--- src/rtl/weight_fold_ram_ctrl_pkg.sv ---
// Shared defaults, FSM state encoding and read-pipeline tag for the weight-fold RAM controller.
package weight_fold_pkg;

  localparam int          ADDR_W = 12;
  localparam int          DATA_W = 14;
  localparam int unsigned RD_LAT = 2;

  typedef enum logic [1:0] {IDLE, LOAD, SWEEP, RDBK} state_t;

  typedef struct packed {
    logic              issue;
    logic [ADDR_W-1:0] addr;
    logic              last;
    logic              is_rb;
  } rd_tag_t;

endpackage

--- src/rtl/weight_fold_ram_ctrl_if.sv ---
// Host/fold-engine handshake bundle of the weight-fold RAM controller.
// Readback signals exist only when WEIGHT_FOLD_READBACK_EN is defined.
interface weight_fold_ram_ctrl_if #(
  parameter int ADDR_W = weight_fold_pkg::ADDR_W,
  parameter int DATA_W = weight_fold_pkg::DATA_W
);
  logic              load_start;
  logic [DATA_W-1:0] load_data;
  logic              load_valid;
  logic              load_ready;
  logic              load_done;
  logic              sweep_start;
  logic              sweep_hold;
  logic              sweep_valid;
  logic [DATA_W-1:0] sweep_weight;
  logic [ADDR_W-1:0] sweep_addr;
  logic              sweep_last;
  logic              busy;
  logic              err_collide;
`ifdef WEIGHT_FOLD_READBACK_EN
  logic              rb_req;
  logic [ADDR_W-1:0] rb_addr;
  logic [DATA_W-1:0] rb_data;
  logic              rb_valid;
`endif

  modport master (
    output load_start, load_data, load_valid, sweep_start, sweep_hold,
    input  load_ready, load_done, sweep_valid, sweep_weight, sweep_addr, sweep_last,
           busy, err_collide
`ifdef WEIGHT_FOLD_READBACK_EN
    , output rb_req, rb_addr
    , input  rb_data, rb_valid
`endif
  );

  modport slave (
    input  load_start, load_data, load_valid, sweep_start, sweep_hold,
    output load_ready, load_done, sweep_valid, sweep_weight, sweep_addr, sweep_last,
           busy, err_collide
`ifdef WEIGHT_FOLD_READBACK_EN
    , input  rb_req, rb_addr
    , output rb_data, rb_valid
`endif
  );

endinterface

--- src/rtl/weight_fold_ram_ctrl_rd_pipe.sv ---
// Fixed-latency tag shift register tracking reads in flight through the RAM read port.
module wfold_rd_pipe #(
  parameter int unsigned RD_LAT = weight_fold_pkg::RD_LAT
) (
  input  logic                    CLK,
  input  logic                    RESET,
  input  weight_fold_pkg::rd_tag_t tag_in,
  output weight_fold_pkg::rd_tag_t tag_out,
  output logic                    busy
);
  import weight_fold_pkg::*;

  rd_tag_t stage [RD_LAT];

  always_ff @(posedge CLK or posedge RESET) begin
    if (RESET) begin
      for (int unsigned i = 0; i < RD_LAT; i++) stage[i] <= '0;
    end else begin
      stage[0] <= tag_in;
      for (int unsigned i = 1; i < RD_LAT; i++) stage[i] <= stage[i-1];
    end
  end

  always_comb begin
    busy = 1'b0;
    for (int unsigned i = 0; i < RD_LAT; i++) busy = busy | stage[i].issue;
  end

  assign tag_out = stage[RD_LAT-1];

endmodule

--- src/rtl/weight_fold_ram_ctrl.sv ---
// Sequencer/arbiter owning both ports of the weight-fold SRAM: LOAD, SWEEP and optional
// host readback (WEIGHT_FOLD_READBACK_EN).
module weight_fold_ram_ctrl #(
  parameter int          ADDR_W = weight_fold_pkg::ADDR_W,
  parameter int          DATA_W = weight_fold_pkg::DATA_W,
  parameter int unsigned RD_LAT = weight_fold_pkg::RD_LAT
) (
  input  logic                  CLK,
  input  logic                  RESET,
  weight_fold_ram_ctrl_if.slave host,
  output logic [ADDR_W-1:0]     ram_w_addr,
  output logic [DATA_W-1:0]     ram_w_data,
  output logic                  ram_w_en,
  output logic [ADDR_W-1:0]     ram_r_addr,
  input  logic [DATA_W-1:0]     ram_r_data
);
  import weight_fold_pkg::*;

  state_t            state, state_nx;
  logic [ADDR_W-1:0] wptr, rptr;
  logic              accept_w, issue_sw, issue_rb, last_issue;
  logic              err_nx, done_nx, err_q, done_q;
  logic              any_req, pipe_busy;
  logic              rb_req_i;
  logic [ADDR_W-1:0] rb_addr_i;
  rd_tag_t           tag_in, tag_out;

`ifdef WEIGHT_FOLD_READBACK_EN
  assign rb_req_i  = host.rb_req;
  assign rb_addr_i = host.rb_addr;
`else
  assign rb_req_i  = 1'b0;
  assign rb_addr_i = '0;
`endif

  assign any_req = host.load_start | host.sweep_start | rb_req_i;

  always_comb begin
    state_nx = state;
    accept_w = 1'b0;
    issue_sw = 1'b0;
    issue_rb = 1'b0;
    err_nx   = 1'b0;
    done_nx  = 1'b0;
    unique case (state)
      IDLE: begin
        // Starts wait for the read pipeline to drain so sweeps never overlap.
        if (pipe_busy) begin
          err_nx = any_req;
        end else if (host.load_start) begin
          state_nx = LOAD;
          err_nx   = host.sweep_start | rb_req_i;
        end else if (host.sweep_start) begin
          state_nx = SWEEP;
          err_nx   = rb_req_i;
        end else if (rb_req_i) begin
          state_nx = RDBK;
          issue_rb = 1'b1;
        end
      end
      LOAD: begin
        err_nx   = any_req;
        accept_w = host.load_valid;
        if (accept_w && wptr == '1) begin
          state_nx = IDLE;
          done_nx  = 1'b1;
        end
      end
      SWEEP: begin
        err_nx   = any_req;
        issue_sw = ~host.sweep_hold;
        if (issue_sw && rptr == '1) state_nx = IDLE;
      end
      RDBK: begin
        err_nx = any_req;
        if (tag_out.issue && tag_out.is_rb) state_nx = IDLE;
      end
      default: state_nx = IDLE;
    endcase
  end

  always_ff @(posedge CLK or posedge RESET) begin
    if (RESET) begin
      state  <= IDLE;
      wptr   <= '0;
      rptr   <= '0;
      done_q <= 1'b0;
      err_q  <= 1'b0;
    end else begin
      state  <= state_nx;
      done_q <= done_nx;
      err_q  <= err_nx;
      if (state == IDLE && state_nx == LOAD) wptr <= '0;
      else if (accept_w)                     wptr <= wptr + 1'b1;
      if (state == IDLE && state_nx == SWEEP) rptr <= '0;
      else if (issue_sw)                      rptr <= rptr + 1'b1;
    end
  end

  assign last_issue = issue_sw && (rptr == '1);
  assign ram_r_addr = issue_sw ? rptr : (issue_rb ? rb_addr_i : '0);
  assign tag_in     = '{issue: issue_sw | issue_rb, addr: ram_r_addr,
                        last: last_issue, is_rb: issue_rb};

  wfold_rd_pipe #(.RD_LAT(RD_LAT)) u_rd_pipe (
    .CLK    (CLK),
    .RESET  (RESET),
    .tag_in (tag_in),
    .tag_out(tag_out),
    .busy   (pipe_busy)
  );

  assign ram_w_en   = accept_w;
  assign ram_w_addr = accept_w ? wptr : '0;
  assign ram_w_data = accept_w ? host.load_data : '0;

  assign host.load_ready   = (state == LOAD);
  assign host.load_done    = done_q;
  assign host.err_collide  = err_q;
  assign host.busy         = (state != IDLE) | pipe_busy;
  assign host.sweep_valid  = tag_out.issue & ~tag_out.is_rb;
  assign host.sweep_addr   = host.sweep_valid ? tag_out.addr : '0;
  assign host.sweep_last   = host.sweep_valid & tag_out.last;
  assign host.sweep_weight = host.sweep_valid ? ram_r_data : '0;
`ifdef WEIGHT_FOLD_READBACK_EN
  assign host.rb_valid = tag_out.issue & tag_out.is_rb;
  assign host.rb_data  = host.rb_valid ? ram_r_data : '0;
`endif

endmodule

--- src/flat_wrapper.sv ---
// flat-port wrapper written by rule: the top's interface ports become plain ports
module weight_fold_ram_ctrl_flat import weight_fold_pkg::*;
#(
  parameter int          ADDR_W = weight_fold_pkg::ADDR_W,
  parameter int          DATA_W = weight_fold_pkg::DATA_W,
  parameter int unsigned RD_LAT = weight_fold_pkg::RD_LAT
)
  (CLK, RESET, ram_w_addr, ram_w_data, ram_w_en, ram_r_addr, ram_r_data, host_load_start, host_load_data, host_load_valid, host_sweep_start, host_sweep_hold, host_load_ready, host_load_done, host_sweep_valid, host_sweep_weight, host_sweep_addr, host_sweep_last, host_busy, host_err_collide);
  weight_fold_ram_ctrl_if #(.ADDR_W(ADDR_W), .DATA_W(DATA_W)) host_i ();
  input  logic CLK;
  input  logic RESET;
  output logic [ADDR_W-1:0] ram_w_addr;
  output logic [DATA_W-1:0] ram_w_data;
  output logic ram_w_en;
  output logic [ADDR_W-1:0] ram_r_addr;
  input  logic [DATA_W-1:0] ram_r_data;
  input wire logic [$bits(host_i.load_start)-1:0] host_load_start;
  input wire logic [$bits(host_i.load_data)-1:0] host_load_data;
  input wire logic [$bits(host_i.load_valid)-1:0] host_load_valid;
  input wire logic [$bits(host_i.sweep_start)-1:0] host_sweep_start;
  input wire logic [$bits(host_i.sweep_hold)-1:0] host_sweep_hold;
  output wire logic [$bits(host_i.load_ready)-1:0] host_load_ready;
  output wire logic [$bits(host_i.load_done)-1:0] host_load_done;
  output wire logic [$bits(host_i.sweep_valid)-1:0] host_sweep_valid;
  output wire logic [$bits(host_i.sweep_weight)-1:0] host_sweep_weight;
  output wire logic [$bits(host_i.sweep_addr)-1:0] host_sweep_addr;
  output wire logic [$bits(host_i.sweep_last)-1:0] host_sweep_last;
  output wire logic [$bits(host_i.busy)-1:0] host_busy;
  output wire logic [$bits(host_i.err_collide)-1:0] host_err_collide;
  assign host_i.load_start = host_load_start;
  assign host_i.load_data = host_load_data;
  assign host_i.load_valid = host_load_valid;
  assign host_i.sweep_start = host_sweep_start;
  assign host_i.sweep_hold = host_sweep_hold;
  assign host_load_ready = host_i.load_ready;
  assign host_load_done = host_i.load_done;
  assign host_sweep_valid = host_i.sweep_valid;
  assign host_sweep_weight = host_i.sweep_weight;
  assign host_sweep_addr = host_i.sweep_addr;
  assign host_sweep_last = host_i.sweep_last;
  assign host_busy = host_i.busy;
  assign host_err_collide = host_i.err_collide;
  weight_fold_ram_ctrl #(.ADDR_W(ADDR_W), .DATA_W(DATA_W), .RD_LAT(RD_LAT)) u_core (.CLK(CLK), .RESET(RESET), .host(host_i), .ram_w_addr(ram_w_addr), .ram_w_data(ram_w_data), .ram_w_en(ram_w_en), .ram_r_addr(ram_r_addr), .ram_r_data(ram_r_data));
endmodule
--- config.mk ---
export PLATFORM = sky130hd
export DESIGN_NAME = weight_fold_ram_ctrl_flat
export DESIGN_NICKNAME = d
export VERILOG_FILES = /design/src/rtl/weight_fold_ram_ctrl_pkg.sv /design/src/rtl/weight_fold_ram_ctrl_if.sv /design/src/rtl/weight_fold_ram_ctrl_rd_pipe.sv /design/src/rtl/weight_fold_ram_ctrl.sv /design/src/flat_wrapper.sv
export SDC_FILE = /design/constraint.sdc
export NUM_CORES = 1
export LEC_CHECK = 0
export ABC_AREA = 1
export BUFFER_PORTS_ARGS = -buffer_cell sky130_fd_sc_hd__buf_4
export CELL_PAD_IN_SITES_DETAIL_PLACEMENT = 1
export CELL_PAD_IN_SITES_GLOBAL_PLACEMENT = 2
export CORE_MARGIN = 5
export CORE_UTILIZATION = 29
export CTS_CLUSTER_SIZE = 14
export DETAILED_ROUTE_END_ITERATION = 10
export GPL_TIMING_DRIVEN = 0
export PLACE_DENSITY = 0.95
export SLEW_MARGIN = 25
export SYNTH_ARGS = -nofsm -noshare
export SYNTH_HDL_FRONTEND = slang
export SYNTH_SLANG_ARGS = --single-unit
export TNS_END_PERCENT = 1
--- constraint.sdc ---
create_clock -name CLK -period 3.1 [get_ports CLK]
set_clock_uncertainty 0.05 [all_clocks]
set_input_delay 0 -clock CLK [delete_from_list [all_inputs] [get_ports CLK]]
set_output_delay 0 -clock CLK [all_outputs]
set_load 0.05 [all_outputs]
# After elaboration in Yosys (flattened, before gate mapping)
# Cells that the tools add are included.
[totals]
input_bits = 34
ff_bits = 56
output_inout_bits = 71
word_cells = 57
[op_classes]
muxes = 22
addsub = 2
n_eq_ne = 7
n_reduce_logical = 10
bitwise = 5
[op_table]
columns = ["op", "n"]
rows = [
  ["$mux W12", 7],
  ["$mux W14", 2],
  ["$add A12 B1 Y12 const B", 2],
  ["$eq A12 B12 Y1 const B", 2],
  ["$mux W2", 5],
  ["$pmux W2 S4", 1],
  ["$eq A2 B2 Y1 const B", 3],
  ["$mux W1", 6],
  ["$reduce_bool A2 Y1", 3],
  ["$logic_and A1 B1 Y1", 5],
  ["$eq A2 B1 Y1 const B", 2],
  ["$or A1 B1 Y1", 3],
  ["$reduce_or A3 Y1", 1],
  ["$logic_not A2 Y1", 1],
  ["$pmux W1 S2", 1],
  ["$and A1 B1 Y1", 1],
  ["$not A1 Y1", 1],
]

# Depth between registers and ports, before layout
# Gate-level depths: netlist (run 1).
[logic_depth]
depth_word = 7
depth_mapped = 8
mapped_depth_nobuf = 8

# Modules after synthesis
# From an unflattened synthesis (run 1), not the netlist that was laid out.
[unflattened]
hier_cells = 387
area_unflattened_um2 = 2965.3
[modules_own_cells]
columns = ["module", "cells_each", "n_inst", "area_each_um2"]
rows = [
  ["weight_fold_ram_ctrl", 338, 1, 2087.0],
  ["wfold_rd_pipe", 49, 1, 878.3],
]

# Least setup slack after synthesis (run 1)
# No wires, ideal clock.
[synth_path]
path_type = "reg2reg"
startpoint = "reg u_core.state[1]"
endpoint = "reg u_core.wptr[0]"
stages_incl_launch_ff = 7
setup_slack_ps = 1264
n_path_buf = 1
setup_time_ps = 116
t_arrival_ps = 1670
cell_sequence = "dfrtp_1 > inv_2 > nand3_2 > buf_6 > nor2_1 > nand3b_1 > inv_1"
[synth_between]
elab_chain_cells = 7
elab_cells_between_ends = 15
cone_classes = "eq/ne (4); mux (8); reduce/logical (3)"
[synth_rtl]
columns = ["item", "line_no", "rtl"]
rows = [
  ["start, declared", "weight_fold_ram_ctrl.sv:19", "state_t state, state_nx;"],
  ["start signal, assigned", "weight_fold_ram_ctrl.sv:90", "state <= state_nx;"],
  ["$mux W2", "weight_fold_ram_ctrl.sv:53", "end else if (host.sweep_start) begin"],
  ["$mux W2", "weight_fold_ram_ctrl.sv:50", "end else if (host.load_start) begin"],
  ["$mux W2", "weight_fold_ram_ctrl.sv:48", "if (pipe_busy) begin"],
  ["$pmux W2 S4", "weight_fold_ram_ctrl.sv:45", "unique case (state)"],
  ["$eq A2 B1 Y1", "weight_fold_ram_ctrl.sv:93", "if (state == IDLE && state_nx == LOAD) wptr <= '0;"],
  ["$logic_and A1 B1 Y1", "weight_fold_ram_ctrl.sv:93", ""],
  ["$mux W12 or $reduce_bool A2 Y1 (tied branches)", "--", ""],
  ["end signal, assigned", "weight_fold_ram_ctrl.sv:94", "else if (accept_w) wptr <= wptr + 1'b1;"],
  ["end, declared", "weight_fold_ram_ctrl.sv:20", "logic [ADDR_W-1:0] wptr, rptr;"],
]
# Several ways; a longest one is shown, not always the timed one.
# A chain may end at the register's enable or synchronous reset.

# Final worst setup path (run 1)
[layout_path]
startpoint = "reg u_core.rptr[0]"
endpoint = "reg u_core.state[1]"
[layout_between]
elab_chain_cells = 4
[layout_rtl]
columns = ["item", "line_no", "rtl"]
rows = [
  ["start, declared", "weight_fold_ram_ctrl.sv:20", ""],
  ["start signal, assigned", "weight_fold_ram_ctrl.sv:96", "else if (issue_sw) rptr <= rptr + 1'b1;"],
  ["$eq A12 B12 Y1", "weight_fold_ram_ctrl.sv:72", "if (issue_sw && rptr == '1) state_nx = IDLE;"],
  ["$logic_and A1 B1 Y1", "weight_fold_ram_ctrl.sv:72", ""],
  ["$mux W2", "weight_fold_ram_ctrl.sv:72", ""],
  ["$pmux W2 S4", "weight_fold_ram_ctrl.sv:45", ""],
  ["via u_core.state_nx[1]", "weight_fold_ram_ctrl.sv:19", ""],
]
# The timed path passes the listed nets, and every way through them passes these cells.

==> summary.md, run 1 <==
| Metric | Value |
|---|---|
| DR iter-0 viols | `64` |
| Setup Fix Bufs, Post-CTS | `0` |
| PortBufs | `104` |
| Mean Syn Cell Area | `7.70 µm²` |
| Drt pass-1 iters | `4` |
| Pin count of the biggest net entering global routing | `31` |
| Core area | `9280 µm²` |
| Root buffer cell | `clkbuf_8` |
| Worst skew pair latency | `0.32 ns` |
| CTS tree | `yes` |
| Via count | `2590` |
| Worst Hold End | `u_core.wptr[11]$_DFFE_PP0P_` |
| Die X | `108 µm` |
| Worst min-delay path class | `in2reg` |
| Std-Cell Rows | `35` |
| Maximum clock rate | `480 MHz` |
| Setup TNS Final | `0 ns` |
| Worst Tran Pin Value | `0.489 ns` |
| CP required | `3.26 ns` |
| N_diodes | `0` |
| Peak VDD IR | `0.231 mV` |
| Fin util | `0.421` |
| Mapped Area | `2790 µm²` |
| Final Net Count | `516` |
| Pins Over Slew Limit | `0` |
| Critical Path Source | `u_core.rptr[0]$_DFFE_PP0P_` |
| Yosys warns | `0` |
| Worst path top cell family by delay | `buffers and inverters` |
| Post-layout minimum cycle time | `2.08 ns` |
| Cells on worst reg2reg path | `7` |
| CP Cell Sequence | `ha_1 > nand2_1 > nor3_1 > nand3_1 > o21ai_0 > nand2_1 > dlygate4sd3_1` |
| Outcome | `finished, final reports clean` |
| Hold_sp | `host_load_valid` |
| Synth unique cells | `24` |
| Top cell type's share of synthesized area | `0.503` |
| Crit path DAT | `2.25 ns` |
| Max Cap Viol | `0` |
| Chip height | `108 µm` |
| CP Class | `reg2reg` |
| # hold bufs at CTS | `6` |
| PnR worst setup slack | `1.02 ns` |
| LEAKAGE | `2.32 nW` |
| Sequential element share of the synthesized area | `0.503` |
| Top cells by area, synth | `dfrtp_1 (50%), inv_1 (11%), nand2_1 (11%)` |
| Post-route ant nets | `0` |
| Slew headroom | `0.674` |
| Longest Clk Path Bufs | `2` |
| Synthesis-stage register bit count | `56` |
| Gr usage total | `0.144` |
| R2R Path Start | `u_core.rptr[0]$_DFFE_PP0P_` |
| Most frequent CP cell | `nand2_1` |
| Worst path max stage delay | `0.56 ns` |
| GP Congestion | `0.847` |
| Area leader, netlist | `dfrtp_1` |
| H-Tree Depth | `2` |
| Drt wl/cell | `13.3 µm` |
| Endpoints failing setup | `0` |
| Final Hold Vio Count | `0` |
| RSZ-0062 raised after global routing | `false` |
| R2R Setup Slk | `1.02 ns` |
| Mapped Cells | `362` |
| Vias in the first global route | `2817` |
| Reg power frac | `0.476` |
| Resize count post-CTS | `0` |
| I/O pin total | `105` |
| Dpl hpwl | `6510 µm` |
| Critical path buffers and inverters | `1` |
| Switching power | `0.643 mW` |
| Register area | `1400 µm²` |
| CTS Buf Count | `5` |
| Multi-input gate area | `1020 µm²` |
| WL final | `8120 µm` |
| Syn Nets | `398` |
| Startpoint Class | `flip-flop` |
| Total internal power | `1.11 mW` |
| Gate power share | `0.280` |
| Final Cycle Share | `0.672` |
| Crit path max fanout | `6` |
| DRC Markers | `0` |
| Initial cell density of the core | `0.300` |
| PD cells | `449 nW/µm²` |
| # clock sinks | `56` |
| Fillers | `1203` |
| First-pass GRT wire length | `13500 µm` |
| Clk network pwr share | `0.244` |
| Clk pin slew, worst setup/hold paths | `0.11 ns` |
| Syn-to-layout area delta | `40.2%` |
| Setup WS pre-CTS | `1.53 ns` |
| Die Area | `11700 µm²` |
| FF-to-FF End | `u_core.state[1]$_DFF_PP0_` |
| WHS | `0.101 ns` |
| Total gr overflow | `0` |
| Fraction of layout cells with a size suffix above 1 | `0.291` |
| Hold depth | `5` |
| Slowest-stage cell, CP | `dlygate4sd3_1` |
| Worst path depth | `7` |
| Via density | `4.25` |
| Worst setup EP type | `flip-flop` |
| Net Sw Frac | `0.366` |
| Initial antenna violation count | `0` |
==> worst register-to-register path, delay by kind of cell, from the launching register on <==
kind,cells,cell delay [ns]
AOI/OAI and AO/OA,1,0.21
adders and majority gates,1,0.23
buffers and inverters,1,0.56
DFF,1,0.47
and+or+nand+nor,4,0.46
==> stage by stage <==
step	power (mW)	cells	area, µm²
after floorplan	1.18	362	2790
after CTS	1.78	610	3910
final	1.75	610	3910
after detailed placement	1.34	596	3750
after global routing	1.86	610	3910
after global placement	1.32	595	3730
==> logic make-up after synthesis <==
family,count (synthesis),share of synthesized area
AO/OA/AOI/OAI,9,0.0171
XOR/XNOR,9,0.0283
adder cells (fa/ha/maj),2,0.00898
buffers and inverters,93,0.132
flip-flops,56,0.503
AND/OR/NAND/NOR,193,0.311
==> metal layers <==
| layer | share of wire | track usage | routed length [µm] |
|---|---|---|---|
| met3 | 0.052 | 0.0281 | 424 |
| met5 | 0 | 0 | 0 |
| met2 | 0.52 | 0.274 | 4190 |
| met1 | 0.42 | 0.165 | 3430 |
| met4 | 0.0091 | 0.0316 | 74 |
==> synthesized netlist by cell type <==
master / number
inv_1: 81
nand2_1: 78
nor2_1: 65
dfrtp_1: 56
nand3_1: 16
nand4_1: 12
xor2_1: 9
nor2_2: 7
inv_2: 5
nor3_1: 5
a21oi_1: 4
buf_2: 3
nor2_4: 3
nor3_2: 3
buf_6: 2
clkbuf_1: 2
ha_1: 2
o21ai_0: 2
o21ai_1: 2
nand2_4: 1
nand3_2: 1
nand3b_1: 1
nand4_2: 1
o21bai_1: 1
==> area by class of cell <==
cell class                 instances  area share
buffer                             7      0.0115
clock buffer                       5      0.0176
clock inverter                     3     0.00673
inverter                          86      0.0833
multi-input combinational        213       0.260
sequential                        56       0.359
tap                              129      0.0413
timing repair buffer             111       0.220
==> how the worst max path moves through the flow <==
stage	endpoint	slack (ns)
finish	u_core.state[1]$_DFF_PP0_	1.02
global route	u_core.state[1]$_DFF_PP0_	0.84
CTS	u_core.state[1]$_DFF_PP0_	1.07
detailed placement	u_core.rptr[1]$_DFFE_PP0P_	1.53
global placement	u_core.rptr[0]$_DFFE_PP0P_	0.88
floorplan	u_core.wptr[0]$_DFFE_PP0P_	1.26
==> placed cells by master (no fill, tap or decap), types with 2 or more instances in the layout <==
| cell type | synthesis | layout |
|---|---|---|
| buf_4 | 0 | 104 |
| inv_1 | 81 | 80 |
| nand2_1 | 78 | 78 |
| nor2_1 | 65 | 65 |
| dfrtp_1 | 56 | 56 |
| nand3_1 | 16 | 16 |
| nand4_1 | 12 | 12 |
| xor2_1 | 9 | 9 |
| nor2_2 | 7 | 7 |
| dlygate4sd3_1 | 0 | 6 |
| inv_2 | 5 | 5 |
| nor3_1 | 5 | 5 |
| clkbuf_8 | 0 | 5 |
| a21oi_1 | 4 | 4 |
| nor2_4 | 3 | 3 |
| nor3_2 | 3 | 3 |
| buf_2 | 3 | 3 |
| buf_6 | 2 | 2 |
| o21ai_1 | 2 | 2 |
| o21ai_0 | 2 | 2 |
| clkbuf_1 | 2 | 2 |
| ha_1 | 2 | 2 |
| inv_6 | 0 | 2 |
==> flip-flops by register name, summed over array words and instances, names as in the netlist <==
name,flops
u_core.host.load_done,1
u_core.rptr,12
u_core.state,2
u_core.u_rd_pipe.stage,14
u_core.u_rd_pipe.tag_out,14
u_core.host.err_collide,1
u_core.wptr,12
==> power groups by stage <==
stage	clock network [mW]	registers, mW	logic (mW)
global route	0.475	0.842	0.543
detailed placement	0	0.849	0.494
finish	0.428	0.835	0.492
floorplan	0	0.836	0.343
CTS	0.447	0.834	0.501
global placement	0	0.846	0.477
Power figures use the tool's default switching activity.
==> run 2, diff against run 1 <==
--- a/config.mk
+++ b/config.mk
@@ -10,11 +10,11 @@
 export CELL_PAD_IN_SITES_DETAIL_PLACEMENT = 1
 export CELL_PAD_IN_SITES_GLOBAL_PLACEMENT = 2
 export CORE_MARGIN = 5
-export CORE_UTILIZATION = 29
+export CORE_UTILIZATION = 24
 export CTS_CLUSTER_SIZE = 14
 export DETAILED_ROUTE_END_ITERATION = 10
 export GPL_TIMING_DRIVEN = 0
-export PLACE_DENSITY = 0.95
+export PLACE_DENSITY = 0.85
 export SLEW_MARGIN = 25
 export SYNTH_ARGS = -nofsm -noshare
 export SYNTH_HDL_FRONTEND = slang
==> constraint.sdc (replaced) <==
create_clock -name CLK -period 1.9 [get_ports CLK]
set_clock_uncertainty 0.05 [all_clocks]
set_input_delay 0 -clock CLK [delete_from_list [all_inputs] [get_ports CLK]]
set_output_delay 0 -clock CLK [all_outputs]
set_load 0.05 [all_outputs]
==> summary.md, run 2 (synthesized netlist as in run 1, its figures left out) <==
| Metric | Value |
|---|---|
| Outcome | `finished, final reports clean` |
| Syn-to-layout area delta | `41.8%` |
| Post-route ant nets | `0` |
| Final Hold Vio Count | `0` |
| Gate power share | `0.259` |
| CP required | `1.85 ns` |
| Total gr overflow | `0` |
| Via density | `4.23` |
| CP Class | `reg2out` |
| Final Cycle Share | `0.943` |
| LEAKAGE | `2.33 nW` |
| First-pass GRT wire length | `14400 µm` |
| PortBufs | `104` |
| Std-Cell Rows | `39` |
| CP Cell Sequence | `nor2_2 > nand2_4 > buf_2 > nor2_1 > buf_4` |
| Drt wl/cell | `13.5 µm` |
| DRC Markers | `0` |
| I/O pin total | `105` |
| GP Congestion | `0.821` |
| WHS | `0.0273 ns` |
| Design area | `3950 µm²` |
| CTS Buf Count | `5` |
| CTS tree | `yes` |
| Crit path DAT | `1.74 ns` |
| Setup TNS Final | `0 ns` |
| Maximum clock rate | `558 MHz` |
| Net Sw Frac | `0.350` |
| # clock sinks | `56` |
| Setup Fix Bufs, Post-CTS | `0` |
| Die X | `118 µm` |
| H-Tree Depth | `2` |
| Slew headroom | `0.727` |
| Slowest-stage cell, CP | `dfrtp_1` |
| Peak VDD IR | `0.425 mV` |
| WL final | `8370 µm` |
| Leading cell type in the layout, fill and taps excluded | `buf_4` |
| Root buffer cell | `clkbuf_16` |
| Worst skew pair latency | `0.30 ns` |
| Clk pin slew, worst setup/hold paths | `0.08 ns` |
| Reg power frac | `0.436` |
| PD cells | `793 nW/µm²` |
| Chip height | `118 µm` |
| Placed Area | `3770 µm²` |
| Worst path max stage delay | `0.44 ns` |
| Endpoints failing setup | `0` |
| RSZ-0062 raised after global routing | `true` |
| Worst min-delay path class | `in2reg` |
| Fin util | `0.346` |
| Worst Tran Pin Value | `0.410 ns` |
| N_diodes | `0` |
| Commonest cells after routing, fill and taps aside | `buf_4 (104), inv_1 (80), nand2_1 (78)` |
| Initial antenna violation count | `0` |
| Total internal power | `2.04 mW` |
| Longest Clk Path Bufs | `2` |
| Crit path max fanout | `10` |
| Via count | `2625` |
| Fraction of layout cells with a size suffix above 1 | `0.295` |
| Max Cap Viol | `0` |
| Final Net Count | `513` |
| Core area | `11400 µm²` |
| Switching power | `1.10 mW` |
| Gr usage total | `0.125` |
| Dpl hpwl | `6660 µm` |
| Clk network pwr share | `0.305` |
| Worst setup EP type | `primary output` |
| Pin count of the biggest net entering global routing | `34` |
| Die Area | `13900 µm²` |
| Startpoint Class | `flip-flop` |
| Post-layout minimum cycle time | `1.79 ns` |
| Initial cell density of the core | `0.244` |
| Vias in the first global route | `2806` |
| DR iter-0 viols | `89` |
| Pins Over Slew Limit | `0` |
| Drt pass-1 iters | `4` |
==> run 2: path summary, 6_finish.rpt <==
path / from / end / slack, ns / depth (start not counted)
worst max-delay path: u_core.state[0]$_DFF_PP0_ / ram_r_addr[2] / 0.11 / 5
worst min-delay path: host_sweep_hold / u_core.u_rd_pipe.stage[21]$_DFF_PP0_ / 0.03 / 4
worst max register to register: u_core.state[1]$_DFF_PP0_ / u_core.host.err_collide$_DFF_PP0_ / 0.16 / 6
worst min register to register: u_core.u_rd_pipe.stage[19]$_DFF_PP0_ / u_core.u_rd_pipe.tag_out[4]$_DFF_PP0_ / 0.30 / 0
max in group asynchronous: RESET / u_core.wptr[7]$_DFFE_PP0P_ / 1.14 / 4
min in group asynchronous: RESET / u_core.u_rd_pipe.tag_out[10]$_DFF_PP0_ / 0.17 / 3
==> run 2: repair_timing <==
action                     4_1_cts  5_1_grt
hold endpoints to repair        57        0
gates resized for setup          0        1
setup endpoints to repair        0        2
hold buffers                     3        0
==> run 2: metrics by stage <==
stage	setup slack [ns]	std cells	total power, mW
2_1_floorplan	0.0644	362	1.92
4_1_cts	0.0959	621	3.18
3_3_place_gp	-0.302	609	2.17
3_5_place_dp	0.292	610	2.21
5_1_grt	-0.00925	621	3.32
6_report	0.108	621	3.13
==> run 2: worst max-delay path, delay by kind of cell, from the launching register on <==
family,cells,cell delay (ns)
buf+inv,2,0.47
flops,1,0.44
simple gates,3,0.53
==> run 2: layer usage <==
metal	wire, µm	part of all wire	vias to the layer above	track usage
met5	0	0	-	0
met4	174	0.021	0	0.0423
met3	421	0.050	9	0.0284
met2	4240	0.51	64	0.217
met1	3530	0.42	1254	0.152
li1	-	-	1298	-
==> run 2: final cells by class <==
cell class,count,area [µm²]
plain buffers,7,45.0
clock buffers,5,125
clock inverters,3,25.0
fillers,1411,7470
inverters,86,325
multi-input cells,213,1020
flip-flops and latches,56,1400
well taps,143,179
repair buffers,108,831
==> run 2: power groups by stage <==
stage	sequential [mW]	clock (mW)	combinational, mW
2_1_floorplan	1.36	0	0.559
3_3_place_gp	1.38	0	0.784
3_5_place_dp	1.39	0	0.816
4_1_cts	1.37	0.990	0.824
5_1_grt	1.38	1.05	0.892
6_report	1.37	0.957	0.811
